==> src/rtl/poker_player_param_if.sv <==
// Dealer <-> player handshake bundle: request/acknowledge/invalid from the dealer,
// valid/action/bet from the player.
interface poker_player_param_if #(
   parameter int unsigned W = 8
);
   logic         dealer_request_action;
   logic         dealer_acknowledge;
   logic         invalid_move;
   logic         output_valid;
   logic [2:0]   action;
   logic [W-1:0] make_bet;

   // master is the player, slave is the dealer
   modport master (
      input  dealer_request_action, dealer_acknowledge, invalid_move,
      output output_valid, action, make_bet
   );
   modport slave (
      output dealer_request_action, dealer_acknowledge, invalid_move,
      input  output_valid, action, make_bet
   );
endinterface

==> src/rtl/poker_player_param.sv <==
// Parametrised poker bot: scores the hole cards, decides an action/bet and posts it to the dealer.
// Define BOARD_PAIR_EN to add a bonus when a hole rank pairs a revealed board card.
module poker_player_param #(
   parameter int unsigned W          = 8,
   parameter int unsigned NUM_ROUNDS = 4,
   parameter int unsigned BET_UNIT   = 10,
   parameter int unsigned HIGH_RANK  = 10,
   parameter int unsigned PLAY_TH    = 2,
   parameter int unsigned RAISE_TH   = 3,
   parameter int unsigned MAX_RETRY  = 3
) (
   input  logic                    clk,
   input  logic                    rst,
   poker_player_param_if.master    bus,
   input  logic [5:0]              card1,
   input  logic [5:0]              card2,
   input  logic [17:0]             flop,
   input  logic [5:0]              turn,
   input  logic [5:0]              river,
   input  logic [W-1:0]            money_left,
   input  logic [2:0]              action_opponent,
   input  logic [W-1:0]            bet_opponent,
   input  logic [W-1:0]            pot_size,
   input  logic                    next_deal,
   input  logic                    betting_round_done,
   output logic [1:0]              round_idx
);
   localparam int unsigned AW = W + 4;
   localparam int unsigned RW = (MAX_RETRY < 1) ? 1 : $clog2(MAX_RETRY + 1);

   localparam logic [2:0] ActNone  = 3'b000;
   localparam logic [2:0] ActFold  = 3'b001;
   localparam logic [2:0] ActCheck = 3'b010;
   localparam logic [2:0] ActAllIn = 3'b011;
   localparam logic [2:0] ActCall  = 3'b100;
   localparam logic [2:0] ActBet   = 3'b110;
   localparam logic [2:0] ActRaise = 3'b111;

   localparam logic [3:0]    HighRank  = 4'(HIGH_RANK);
   localparam logic [2:0]    PlayTh    = 3'(PLAY_TH);
   localparam logic [2:0]    RaiseTh   = 3'(RAISE_TH);
   localparam logic [RW-1:0] MaxRetry  = RW'(MAX_RETRY);
   localparam logic [1:0]    LastRound = 2'(NUM_ROUNDS - 1);
   localparam logic [AW-1:0] BetUnit   = AW'(BET_UNIT);

   typedef enum logic [2:0] {
      StIdle, StDecide, StSend, StPosted, StDowngrade, StDone
   } state_e;

   state_e        state_q, state_d;
   logic [1:0]    round_q, round_d;
   logic [RW-1:0] retry_q, retry_d;
   logic [2:0]    action_q, action_d;
   logic [W-1:0]  bet_q, bet_d;
   logic          valid_q, valid_d;

   logic [3:0]    rank1, rank2;
   logic [2:0]    score;
   logic [AW-1:0] amount;
   logic [2:0]    dec_action, dg_action;
   logic [W-1:0]  dec_bet;

   // Board and pot inputs are unused in the default build
   logic unused_inputs;
   assign unused_inputs = ^{pot_size, flop, turn, river};

   assign rank1 = card1[3:0];
   assign rank2 = card2[3:0];

   always_comb begin
      score = 3'd0;
      if (rank1 == rank2) score = score + 3'd2;
      if (rank1 > HighRank && rank2 > HighRank) score = score + 3'd1;
      if (card1[5:4] == card2[5:4]) score = score + 3'd1;
`ifdef BOARD_PAIR_EN
      begin
         logic board_hit;
         board_hit = 1'b0;
         if (round_q >= 2'd1) begin
            for (int i = 0; i < 3; i++) begin
               if (flop[6*i +: 4] == rank1 || flop[6*i +: 4] == rank2) board_hit = 1'b1;
            end
         end
         if (round_q >= 2'd2 && (turn[3:0] == rank1 || turn[3:0] == rank2)) board_hit = 1'b1;
         if (round_q >= 2'd3 && (river[3:0] == rank1 || river[3:0] == rank2)) board_hit = 1'b1;
         if (board_hit) score = (score > 3'd5) ? 3'd7 : score + 3'd2;
      end
`endif
   end

   always_comb begin
      dec_action = ActCheck;
      amount     = '0;
      dec_bet    = '0;
      case (action_opponent)
         ActFold: dec_action = ActCheck;
         ActNone, ActCheck, ActCall: begin
            if (score >= PlayTh) begin
               dec_action = ActBet;
               amount     = BetUnit << round_q;
            end
         end
         ActBet, ActRaise: begin
            if (score >= RaiseTh) begin
               dec_action = ActRaise;
               amount     = AW'(bet_opponent) + BetUnit;
            end else if (score >= PlayTh) begin
               dec_action = ActCall;
            end else begin
               dec_action = ActFold;
            end
         end
         ActAllIn: dec_action = (score >= PlayTh) ? ActCall : ActFold;
         default:  dec_action = ActCheck;
      endcase
      // Empty stack cannot back a wager; otherwise a bet covering the stack goes all-in
      if (dec_action == ActBet || dec_action == ActRaise) begin
         if (money_left == '0) begin
            dec_action = (action_opponent == ActCheck) ? ActCheck : ActFold;
         end else if (amount >= AW'(money_left)) begin
            dec_action = ActAllIn;
            dec_bet    = money_left;
         end else begin
            dec_bet = W'(amount);
         end
      end
   end

   always_comb begin
      dg_action = ActFold;
      if (retry_q < MaxRetry) begin
         case (action_q)
            ActRaise: dg_action = ActCall;
            ActBet:   dg_action = ActCheck;
            default:  dg_action = ActFold;
         endcase
      end
   end

   always_comb begin
      state_d  = state_q;
      round_d  = round_q;
      retry_d  = retry_q;
      action_d = action_q;
      bet_d    = bet_q;
      valid_d  = 1'b0;
      if (next_deal) begin
         state_d  = StIdle;
         round_d  = '0;
         retry_d  = '0;
         action_d = ActNone;
         bet_d    = '0;
      end else begin
         case (state_q)
            StIdle: if (bus.dealer_request_action) state_d = StDecide;
            StDecide: begin
               action_d = dec_action;
               bet_d    = dec_bet;
               retry_d  = '0;
               state_d  = StSend;
            end
            StSend: begin
               if (valid_q && bus.dealer_acknowledge) state_d = StPosted;
               else valid_d = 1'b1;
            end
            StPosted: begin
               if (bus.invalid_move) begin
                  state_d = StDowngrade;
               end else if (bus.dealer_request_action) begin
                  state_d = StDecide;
               end else if (betting_round_done) begin
                  if (round_q == LastRound) begin
                     state_d = StDone;
                  end else begin
                     round_d = round_q + 2'd1;
                     state_d = StIdle;
                  end
               end
            end
            StDowngrade: begin
               action_d = dg_action;
               bet_d    = '0;
               retry_d  = (retry_q == MaxRetry) ? retry_q : retry_q + RW'(1);
               state_d  = StSend;
            end
            StDone:  state_d = StDone;
            default: state_d = StIdle;
         endcase
      end
   end

   always_ff @(posedge clk or posedge rst) begin
      if (rst) begin
         state_q  <= StIdle;
         round_q  <= '0;
         retry_q  <= '0;
         action_q <= ActNone;
         bet_q    <= '0;
         valid_q  <= 1'b0;
      end else begin
         state_q  <= state_d;
         round_q  <= round_d;
         retry_q  <= retry_d;
         action_q <= action_d;
         bet_q    <= bet_d;
         valid_q  <= valid_d;
      end
   end

   assign bus.output_valid = valid_q;
   assign bus.action       = action_q;
   assign bus.make_bet     = bet_q;
   assign round_idx        = round_q;
endmodule

==> src/flat_wrapper.sv <==
// flat-port wrapper written by rule: the top's interface ports become plain ports
module poker_player_param_flat 
#(
   parameter int unsigned W          = 8,
   parameter int unsigned NUM_ROUNDS = 4,
   parameter int unsigned BET_UNIT   = 10,
   parameter int unsigned HIGH_RANK  = 10,
   parameter int unsigned PLAY_TH    = 2,
   parameter int unsigned RAISE_TH   = 3,
   parameter int unsigned MAX_RETRY  = 3
)
  (clk, rst, card1, card2, flop, turn, river, money_left, action_opponent, bet_opponent, pot_size, next_deal, betting_round_done, round_idx, bus_dealer_request_action, bus_dealer_acknowledge, bus_invalid_move, bus_output_valid, bus_action, bus_make_bet);
  poker_player_param_if #(.W(W)) bus_i ();
  input  logic clk;
  input  logic rst;
  input  logic [5:0] card1;
  input  logic [5:0] card2;
  input  logic [17:0] flop;
  input  logic [5:0] turn;
  input  logic [5:0] river;
  input  logic [W-1:0] money_left;
  input  logic [2:0] action_opponent;
  input  logic [W-1:0] bet_opponent;
  input  logic [W-1:0] pot_size;
  input  logic next_deal;
  input  logic betting_round_done;
  output logic [1:0] round_idx;
  input wire logic [$bits(bus_i.dealer_request_action)-1:0] bus_dealer_request_action;
  input wire logic [$bits(bus_i.dealer_acknowledge)-1:0] bus_dealer_acknowledge;
  input wire logic [$bits(bus_i.invalid_move)-1:0] bus_invalid_move;
  output wire logic [$bits(bus_i.output_valid)-1:0] bus_output_valid;
  output wire logic [$bits(bus_i.action)-1:0] bus_action;
  output wire logic [$bits(bus_i.make_bet)-1:0] bus_make_bet;
  assign bus_i.dealer_request_action = bus_dealer_request_action;
  assign bus_i.dealer_acknowledge = bus_dealer_acknowledge;
  assign bus_i.invalid_move = bus_invalid_move;
  assign bus_output_valid = bus_i.output_valid;
  assign bus_action = bus_i.action;
  assign bus_make_bet = bus_i.make_bet;
  poker_player_param #(.W(W), .NUM_ROUNDS(NUM_ROUNDS), .BET_UNIT(BET_UNIT), .HIGH_RANK(HIGH_RANK), .PLAY_TH(PLAY_TH), .RAISE_TH(RAISE_TH), .MAX_RETRY(MAX_RETRY)) u_core (.clk(clk), .rst(rst), .bus(bus_i), .card1(card1), .card2(card2), .flop(flop), .turn(turn), .river(river), .money_left(money_left), .action_opponent(action_opponent), .bet_opponent(bet_opponent), .pot_size(pot_size), .next_deal(next_deal), .betting_round_done(betting_round_done), .round_idx(round_idx));
endmodule
==> config.mk <==
export PLATFORM = sky130hd
export DESIGN_NAME = poker_player_param_flat
export DESIGN_NICKNAME = d
export VERILOG_FILES = /design/src/rtl/poker_player_param_if.sv /design/src/rtl/poker_player_param.sv /design/src/flat_wrapper.sv
export SDC_FILE = /design/constraint.sdc
export NUM_CORES = 1
export LEC_CHECK = 0
export CORE_AREA = 4 4 72 74
export DETAILED_ROUTE_END_ITERATION = 10
export DIE_AREA = 0 0 76 78
export GPL_TIMING_DRIVEN = 0
export PLACE_DENSITY = 0.78
export SKIP_CTS_REPAIR_TIMING = 1
export SLEW_MARGIN = 20
export SYNTH_ARGS = -nofsm -noshare
export SYNTH_HDL_FRONTEND = slang
export SYNTH_SLANG_ARGS = --single-unit
==> constraint.sdc <==
create_clock -name clk -period 3.1 [get_ports clk]
set_input_delay 0.775 -clock clk [delete_from_list [all_inputs] [get_ports clk]]
set_output_delay 0.775 -clock clk [all_outputs]
set_load 0.01 [all_outputs]
==> metrics.log <==
[metrics] status: finished with violations
[metrics] failing checks: negative setup slack
[metrics] type of destination of the critical path: flip-flop
[metrics] die boundary height: 78 um
[metrics] area of the placeable core: 4600 sq um
[metrics] startpoint type of the worst setup path: input port
[metrics] Bufs and invs on worst path: 2
[metrics] worst slack at placement: -1.43 ns
[metrics] Final Critical Period: 3.69 ns
[metrics] CTS clock-pin slew for the worst setup and hold paths: 0.07 ns
[metrics] area delta synth->final: 49.4%
[metrics] floorplan row count: 25
[metrics] vias in the first global route: 1691
[metrics] total power: 0.780 mW
[metrics] Post-Synth Simple-Gate Area: 24.4%
[metrics] worst path arrival time: 3.83 ns
[metrics] effective utilization at floorplan: 38.4%
[metrics] compound-cell area share of the yosys netlist: 22.3%
[metrics] prevailing post-synth register cell: sky130_fd_sc_hd__dfrtp_1
[metrics] period utilisation layout: 119%
[metrics] switching portion of total power: 34.9%
[metrics] first-pass detailed-route iteration total: 4
[metrics] cell type group with the largest total delay on the critical path: compound AO/OA/AOI/OAI gates
[metrics] number of enable flip-flop cells after synthesis: 0
[metrics] H-tree depth: 1
[metrics] Worst-Margin Slew: 0.936 ns
[metrics] Crit Path Max Fanout: 10
[metrics] cell chosen for the clock root: sky130_fd_sc_hd__clkbuf_8
[metrics] Vias per Instance: 5.33
[metrics] Post-route DRC: 0
[metrics] final estimated routing congestion in global placement: 0.868
[metrics] highest cell delay on the worst timing path: 0.32 ns
[metrics] largest family of logic cells by synthesized area: simple AND/OR/NAND/NOR gates
[metrics] Max IR drop VDD: 198 uV
[metrics] routed length per instance: 14.1 um
[metrics] latest clock arrival within the worst-skew pair: 0.25 ns
[metrics] number of distinct library cell variants in the gate-level netlist after synthesis: 52
[metrics] number of clock buffers inserted by TritonCTS: 3
[metrics] Static Leak: 1.08 nW
[metrics] share of power burned in combinational logic: 40.9%
[metrics] global route total overflow: 0
[metrics] worst slew margin relative to its limit: 37.1%
[metrics] area share of xor/xnor cells in the synthesized design: 5.95%
[metrics] Critical Path RT: 3.24 ns
[metrics] sum of net half-perimeters after detailed placement: 3.60 mm
[metrics] flop and latch count out of synthesis: 19
[metrics] net switching component of the power: 0.272 mW
[metrics] final WL: 4.55 mm
[metrics] min setup slack post-route: -0.587 ns
[metrics] final worst clock skew: 0.00122 ns
[metrics] maximum buffer depth of the clock tree: 2
[metrics] post-synthesis sequential area ratio: 26.9%
[metrics] Critical Path Slowest Stage Cell: sky130_fd_sc_hd__ha_2
[metrics] type of the tightest min-delay check: reg2reg
[metrics] category of the critical setup timing path: in2reg
[metrics] fraction of registers with async set/reset: 100%
[metrics] final count of hold timing violations: 0
[metrics] TritonCTS sink count: 19
[metrics] Post-Synthesis Mean Instance Area: 8.49 sq um
[metrics] adder and majority cell fraction of the synthesized area: 10.6%
[metrics] area of the die: 5930 sq um
[metrics] pin count of the biggest net entering global routing: 20
[metrics] global-route usage over all layers: 14.8%
[metrics] Mapped Nets: 299
[metrics] clock tree from TritonCTS: built
[metrics] cell-internal power: 0.508 mW
[metrics] horizontal die dimension: 76 um
[metrics] utilization after layout: 57.4%
[metrics] maximum achievable frequency: 271 MHz
[metrics] Pins Over Slew Limit: 0
[metrics] input/output buffers: 51
[metrics] area of the mapped netlist: 1770 sq um
[metrics] power density of the placed cells: 296 nW/um^2
[metrics] number of instances in the synthesized netlist: 208
[metrics] total via count in the routed design: 1722
[metrics] unrepaired setup endpoints after global routing: true
[metrics] number of antenna violations at the first check in global routing: 0
[metrics] highest-count cells in the layout ignoring fill and taps: 43 x sky130_fd_sc_hd__clkdlybuf4s50_1, 20 x sky130_fd_sc_hd__nand2_1, 19 x sky130_fd_sc_hd__dfrtp_1, 17 x sky130_fd_sc_hd__nor2_1, 16 x sky130_fd_sc_hd__inv_1
[metrics] global-route wire length before repair: 7.46 mm
[metrics] share of total power in the clock network: 21.7%
[metrics] warning count from the yosys run: 0
[metrics] Sequential Power Share: 37.4%
[metrics] Ports: 90
[metrics] leading cell type in the layout, fill and taps excluded: sky130_fd_sc_hd__clkdlybuf4s50_1
[metrics] number of DRC violations after detailed-routing iteration 0: 117
[metrics] critical path, cell by cell: buf_8 -> xor2_4 -> nor4_4 -> ha_2 -> or2_4 -> mux2i_4 -> buf_6 -> nor2_4 -> ha_4 -> a21o_1 -> a21oi_1 -> o21ai_1 -> a31oi_2 -> o21ai_4 -> mux2i_2 -> o21ai_2
[metrics] multiplexer fraction of the synthesized cell area: 5.74%
[metrics] number of nets in the layout: 361
[metrics] Inserted Diodes: 0
[metrics] Max-Cap Viols: 0
[metrics] layout cells sized above 1: 21.2%
[metrics] final number of setup-violating endpoints: 10
[metrics] remaining number of nets flagged by the antenna check after routing: 0
registers in the layout (all words and copies together) (netlist names):
name and flops:
u_core.round_idx 2, u_core.bus.output_valid 1, u_core.state_q 3, u_core.bus.make_bet 8, u_core.bus.action 3, u_core.retry_q 2
cells by family after synthesis:
logic type	Yosys count
mux	10
flops	19
xor+xnor	12
compound gates	54
fa+ha+maj	15
buf+inv	19
simple gates	79
through the flow:
step | area, sq um | setup TNS, ns | std cells | hold slack [ns]
final | 2640 | -5.31 | 323 | 0.476
after global routing | 2640 | -6.81 | 323 | 0.505
after CTS | 2470 | -11.06 | 317 | 0.482
after detailed placement | 2420 | -14.06 | 313 | 0.465
after global placement | 2420 | -13.67 | 313 | 0.462
after floorplan | 1840 | -4.27 | 208 | 0.523
path summary, 6_finish.rpt:
path / start / end / slack, ns / cells past startpoint
max: card1[1] / u_core.bus.make_bet[4] / -0.59 / 16
min: u_core.bus.make_bet[5] / u_core.bus.make_bet[5] / 0.48 / 2
max reg2reg: u_core.round_idx[0] / u_core.bus.make_bet[4] / 0.50 / 12
min reg2reg: u_core.bus.make_bet[5] / u_core.bus.make_bet[5] / 0.48 / 2
max in group asynchronous: rst / u_core.round_idx[0] / 1.72 / 2
min in group asynchronous: rst / u_core.bus.make_bet[2] / 0.93 / 2
final cells by class:
| type | instances | area (sq um) |
|---|---|---|
| Timing Repair Buffer | 57 | 561 |
| Clock inverter | 1 | 5.00 |
| Multi-Input combinational cell | 170 | 1410 |
| Clock buffer | 3 | 41.3 |
| Tap cell | 54 | 67.6 |
| Inverter | 16 | 60.1 |
| Fill cell | 417 | 1960 |
| Sequential cell | 19 | 475 |
| Buffer | 3 | 18.8 |
worst register-to-register path: cells and delay by family (launching register included):
| family | cells | cell delay, ns |
|---|---|---|
| AO/OA/AOI/OAI | 8 | 1.24 |
| adder cells (fa/ha/maj) | 2 | 0.41 |
| buffers and inverters | 1 | 0.11 |
| flip-flops | 1 | 0.49 |
| multiplexers | 1 | 0.25 |
cells in the mapped netlist (2+ instances only):
master / n / area [sq um]
sky130_fd_sc_hd__o211ai_1: 3 / 22.5
sky130_fd_sc_hd__nand4_1: 2 / 12.5
sky130_fd_sc_hd__nor3_1: 4 / 20.0
sky130_fd_sc_hd__dfrtp_1: 19 / 475
sky130_fd_sc_hd__nor2_1: 20 / 75.1
sky130_fd_sc_hd__nor4b_1: 2 / 17.5
sky130_fd_sc_hd__nor2b_1: 3 / 18.8
sky130_fd_sc_hd__nand2_1: 21 / 78.8
sky130_fd_sc_hd__xor2_1: 8 / 70.1
sky130_fd_sc_hd__a22oi_1: 4 / 30.0
sky130_fd_sc_hd__a21o_1: 3 / 22.5
sky130_fd_sc_hd__nor4_1: 3 / 18.8
sky130_fd_sc_hd__a211oi_1: 2 / 15.0
sky130_fd_sc_hd__mux2i_1: 9 / 90.1
sky130_fd_sc_hd__a31oi_1: 4 / 25.0
sky130_fd_sc_hd__inv_1: 16 / 60.1
sky130_fd_sc_hd__xnor2_1: 4 / 35.0
sky130_fd_sc_hd__nand3_1: 5 / 25.0
sky130_fd_sc_hd__nand2b_1: 6 / 37.5
sky130_fd_sc_hd__ha_1: 15 / 188
sky130_fd_sc_hd__a21oi_1: 11 / 55.1
sky130_fd_sc_hd__o21ai_1: 2 / 10.0
sky130_fd_sc_hd__o21ai_0: 6 / 30.0
sky130_fd_sc_hd__clkbuf_1: 2 / 7.51
sky130_fd_sc_hd__o21ai_2: 7 / 61.3
power by group through the flow:
stage	Combinational [mW]	Sequential [mW]	Clock, mW
after floorplan	0.175	0.295	0
after global placement	0.289	0.295	0
after detailed placement	0.292	0.296	0
after CTS	0.296	0.292	0.174
after global routing	0.351	0.296	0.185
final	0.319	0.292	0.170
per-layer routing:
metal / part of all wire, % / track usage [%]
met1: 42 / 17.2
met2: 50 / 27.0
met3: 7.8 / 5.45
met4: 0.20 / 1.07
met5: 0 / 0
Power figures use the tool's default switching activity.
